$ cat config.mk
export PLATFORM = sky130hd
export DESIGN_NAME = max_pool_frame_buf
export DESIGN_NICKNAME = d
export VERILOG_FILES = /design/src/rtl/max_pool_frame_buf.sv
export SDC_FILE = /design/constraint.sdc
export NUM_CORES = 1
export LEC_CHECK = 0
export ABC_AREA = 1
export CORE_MARGIN = 10
export CORE_UTILIZATION = 55
export CTS_CLUSTER_SIZE = 30
export DETAILED_ROUTE_END_ITERATION = 6
export PLACE_DENSITY = 0.81
export SLEW_MARGIN = 25
export SYNTH_ARGS = -nofsm -noshare
export SYNTH_HDL_FRONTEND = slang
export SYNTH_SLANG_ARGS = --single-unit
$ cat constraint.sdc
create_clock -name clk -period 7.35 [get_ports clk]
set_input_delay 1.47 -clock clk [delete_from_list [all_inputs] [get_ports clk]]
set_output_delay 1.47 -clock clk [all_outputs]
set_load 0.02 [all_outputs]
$ cat src/rtl/max_pool_frame_buf.sv
// max_pool_frame_buf: binary 2x2 max-pool stage feeding a ping-pong frame
// buffer. Pooled cells are written in raster order into one bank while the
// other bank streams out under valid/ready flow control. A frame that finds
// no free bank at its first window is dropped whole and flagged in overflow.
module max_pool_frame_buf #(
   parameter int OUT_W = 13,
   parameter int OUT_H = 13,
   localparam int N        = OUT_W * OUT_H,
   localparam int IDX_BITS = $clog2(N)
) (
   input  logic                clk,
   input  logic                rst,
   input  logic                valid_in,
   input  logic                pixel_0,
   input  logic                pixel_1,
   input  logic                pixel_2,
   input  logic                pixel_3,
   output logic                out_valid,
   input  logic                out_ready,
   output logic                out_data,
   output logic [IDX_BITS-1:0] out_idx,
   output logic                out_last,
   output logic                overflow
);

   localparam logic [IDX_BITS-1:0] LAST_IDX = IDX_BITS'(N - 1);

   typedef enum logic {IDLE, STREAM} rd_state_t;

   logic [N-1:0]        bank_mem [2];
   logic [1:0]          bank_full;
   logic [1:0]          bank_full_nxt;
   logic                wr_bank;
   logic                rd_bank;
   logic                discard;
   logic [IDX_BITS-1:0] wr_idx;
   logic [IDX_BITS-1:0] rd_idx;
   logic [IDX_BITS-1:0] rd_nxt;
   rd_state_t           rd_state;
   logic                full_seen_p0;
   logic                pool_cell;
   logic                handshake;
   logic                rd_release;
   logic                frame_start;
   logic                discard_now;
   logic                wr_en;
   logic                wr_at_last;
   logic                wr_commit;
   logic                wr_drop;

   // Per-edge decisions shared by the write side, bank flags and reader
   always_comb begin
      pool_cell   = pixel_0 | pixel_1 | pixel_2 | pixel_3;
      handshake   = out_valid & out_ready;
      rd_release  = handshake && (rd_idx == LAST_IDX);
      frame_start = valid_in && (wr_idx == '0);
      // A full target bank is still usable if the reader frees it on this same edge
      discard_now = frame_start ? (bank_full[wr_bank] && !(rd_release && (rd_bank == wr_bank)))
                                : discard;
      wr_en       = valid_in && !discard_now;
      wr_at_last  = valid_in && (wr_idx == LAST_IDX);
      wr_commit   = wr_at_last && !discard_now;
      wr_drop     = wr_at_last && discard_now;
      rd_nxt      = rd_idx + 1'b1;
      bank_full_nxt = bank_full;
      if (rd_release) bank_full_nxt[rd_bank] = 1'b0;
      if (wr_commit)  bank_full_nxt[wr_bank] = 1'b1;
   end

   // Write-side control: window counter, bank selection, discard and overflow
   always_ff @(posedge clk) begin
      if (rst) begin
         wr_idx    <= '0;
         wr_bank   <= 1'b0;
         discard   <= 1'b0;
         overflow  <= 1'b0;
         bank_full <= 2'b00;
      end else begin
         bank_full <= bank_full_nxt;
         if (valid_in) begin
            wr_idx  <= (wr_idx == LAST_IDX) ? '0 : wr_idx + 1'b1;
            discard <= discard_now;
         end
         if (wr_commit) wr_bank <= ~wr_bank;
         if (wr_drop) begin
            overflow <= 1'b1;
            discard  <= 1'b0;
         end
      end
   end

   // Bank storage; contents are don't-care until written, so no reset
   always_ff @(posedge clk) begin
      if (wr_en) bank_mem[wr_bank][wr_idx] <= pool_cell;
   end

   // Read FSM: a full bank is noticed one cycle before streaming starts
   always_ff @(posedge clk) begin
      if (rst) begin
         rd_state     <= IDLE;
         rd_idx       <= '0;
         rd_bank      <= 1'b0;
         full_seen_p0 <= 1'b0;
         out_valid    <= 1'b0;
         out_data     <= 1'b0;
         out_idx      <= '0;
         out_last     <= 1'b0;
      end else begin
         case (rd_state)
            IDLE: begin
               full_seen_p0 <= !full_seen_p0 && bank_full[rd_bank];
               if (full_seen_p0) begin
                  rd_state  <= STREAM;
                  rd_idx    <= '0;
                  out_valid <= 1'b1;
                  out_data  <= bank_mem[rd_bank][0];
                  out_idx   <= '0;
                  out_last  <= (LAST_IDX == '0);
               end
            end
            STREAM: begin
               full_seen_p0 <= 1'b0;
               if (handshake) begin
                  if (rd_idx == LAST_IDX) begin
                     rd_bank   <= ~rd_bank;
                     out_valid <= 1'b0;
                     out_last  <= 1'b0;
                     rd_state  <= IDLE;
                  end else begin
                     rd_idx   <= rd_nxt;
                     out_data <= bank_mem[rd_bank][rd_nxt];
                     out_idx  <= rd_nxt;
                     out_last <= (rd_nxt == LAST_IDX);
                  end
               end
            end
            default: rd_state <= IDLE;
         endcase
      end
   end

endmodule
==> metrics.txt <==
worst setup path category=register to register; DIE HEIGHT=204.6 µm; drt wl/cell=approximately 19 µm; leading area contributor after synthesis=edfxtp_1; setup violators final=0; Logic pwr share=1.3%; post-route clock period utilization=60.76%; slowest stage delay, CP=between 700 and 800 ps; Post-DP Area=~19,000 µm²; Critical Path Most Common Cell=nand2_1; CP startpoint kind=register; Ys Warns=0; average vias per placed instance=a little under 6; post-detail-place hpwl=24,250 µm; syn_nets=about 2.0k; Post-Synthesis Cells=approximately 2.0k; Vias=13.88k; cells along the critical path=inv_2 -> buf_4 -> ha_2 -> nand2_1 -> nor3_2 -> nand2_1 -> nor2_2 -> a21oi_1 -> clkinv_1 -> nand2_1 -> o211ai_2 -> nand2_2 -> nor2_8 -> nand3_1 -> nor3_1; EDFF count, synth=between 300 and 400; Die Span X=approximately 200 µm; Final Hold Vio Count=0; first-pass GRT wire length=~70,000 µm; post-synthesis cell type count=35; Internal Power=~3300 µW; CTS Sinks=between 300 and 400; Sequential Power Share=a little over half; Residual DRC=0; setup clock skew after layout=22.53 ps; sequential area share after synthesis=between 50% and 60%; Final ANT Viol Nets=0; Core Region=around 34,000 µm²; type of the worst min-delay path=register to register; Worst-path clk slew=about 60 ps; Critical Path End Type=register; switching part of the total=between 20% and 30%; Final Core Density=approximately three fifths; cts bufs inserted=38; First-pass DRT Iterations=5; status=finished, final reports clean; Sum Neg Setup Slack=0 ps; Post-CTS Setup Bufs=0; CTS tree=done; clk_lat worst skew=roughly 540 ps; layout cell share with drive strength beyond 1=around 16%; Total GRT Usage=20.99%; PostCTS Resize Cnt=0; worst slew pin tran=about 1200 ps; Leakage Power=0.006884 µW; max-slew violations=0; wirelength, routed=44,740 µm; routability cong.=0.8918; share of the synthesized area in the top cell type=a little over half; # port buffers=19; die area=about 42,000 µm²; Clk pwr share=between 40% and 50%; area grow syn2layout=7.811%; minimum clock period=about 4500 ps; vias in the first global route=13.22k; commonest cells in the synthesized netlist=446 x nand2_1, 338 x edfxtp_1, 202 x nor3_2; Clock Tree Root=clkbuf_16; power per cell area=206.4 nW/µm²; Max stage delay cell, worst path=buf_4; max frequency=223.9 MHz; syn avg cell area=approximately 9.6 µm²; ys flop type=edfxtp_1; dominant cell by count in the synthesized netlist=nand2_1; # hold bufs at CTS=0; Synth area leaders=edfxtp_1 54%, nor3_2 11%, nand2_1 8.9%, nand3_1 4.2%, nor3_1 3.7%; Synth Register Bits=roughly 370; critical path required time=7550 ps; initial antenna violation count=0; maximum vdd drop=roughly 0.18 mV; CTS H-tree depth=2; RSZ-0062 raised after global routing=false; Layout Cells excl Fill=approximately 2.3k; Hold Slack=482.2 ps; largest net degree at the start of global routing=roughly 210; Iteration-0 DRC Markers=between 1.5k and 2k; cell count after placement=about 2.3k; GRT overflow=0; MaxCap Viol Count=0; post-route cell area=about 20,000 µm²; Clock Path Buffers=3; sw power=between 800 and 900 µW; Slew HR=between 10% and 20%; Final nets=between 1.5k and 2k; Initial Util=a little under three fifths; critical path arrival=between 4000 and 5000 ps; antenna cells=0; I/O Pins=20; Post-synth ARST share=0%; CP Max Fanout=roughly 70; # rows=67; mapped cell area=approximately 19,000 µm²
[power by group through the flow]
stage / Sequential, µW / Clock, µW / Combinational [µW]
after floorplan: 2310 / 0 / 33.2
after global placement: 2300 / 0 / 52.1
after global routing: 2260 / 1950 / 60.2
final: 2260 / 1860 / 56.0
after detailed placement: 2300 / 0 / 54.2
after CTS: 2260 / 1870 / 54.3
[state kept, by name, indices dropped and copies added (netlist names), named ones only]
register      count
bank_mem        338
full_seen_p0      1
out_last          1
out_data          1
rd_bank           1
wr_bank           1
wr_idx            8
out_valid         1
rd_state          1
discard           1
overflow          1
bank_full         2
rd_idx            8
[layout by cell type (no fill, tap or decap), types with 14 or more instances in the layout]
cell type	n
a21oi_1	25
clkbuf_16	41
clkdlybuf4s50_1	19
clkinv_1	14
dfxtp_1	25
edfxtp_1	338
inv_1	137
nand2_1	439
nand3_1	156
nor2_1	179
nor3_1	138
nor3_2	202
o21ai_0	88
[final timing paths]
kind | from | endpoint | slack [ps] | depth (start not counted)
setup / recovery | rd_idx[0] | bank_mem[0][54] | 2880 | 15
hold / removal | out_data | out_data | 480 | 2
setup reg to reg | rd_idx[0] | bank_mem[0][54] | 2880 | 15
hold reg to reg | out_data | out_data | 480 | 2
[through the flow]
step	worst slack [ps]	power [µW]
2_1_floorplan	821.5	2340
3_3_place_gp	2842	2354
3_5_place_dp	2812	2356
4_1_cts	3025	4181
5_1_grt	2716	4269
6_report	2884	4171
[worst max-delay path: cells and delay by family (launching register included)]
| family | cells | cell delay (ps) |
|---|---|---|
| buffers and inverters | 3 | 930 |
| DFF | 1 | 510 |
| and+or+nand+nor | 9 | 2130 |
| adders and majority gates | 1 | 320 |
| AOI/OAI and AO/OA | 2 | 210 |
[logic make-up (layout without fill, tap and decap cells)]
family                     Yosys count  count (layout)  share of synthesized area, %
and+or+nand+nor                   1139            1139                         31.86
DFF                                366             366                         57.15
buffers and inverters              313             257                         6.776
AOI/OAI and AO/OA                  126             126                         3.565
adders and majority gates            7               7                        0.4673
xor gates and xnor gates             4               4                        0.1869
[layer usage]
layer | share of wire [%] | track usage [%]
met2 | 49 | 34.55
met5 | 0 | 0
met4 | 3.6 | 9.125
met3 | 8.2 | 3.349
met1 | 39 | 26.98
[final cells by class]
type / count / area (µm²)
Fill cell: 2666 / 13410
Sequential cell: 366 / 10720
Timing Repair Buffer: 35 / 351.6
Clock inverter: 12 / 81.33
Inverter: 154 / 588.1
Tap cell: 448 / 560.5
Multi-Input combinational cell: 1276 / 6790
Clock buffer: 56 / 1112
(Power assumes the default switching activity.)
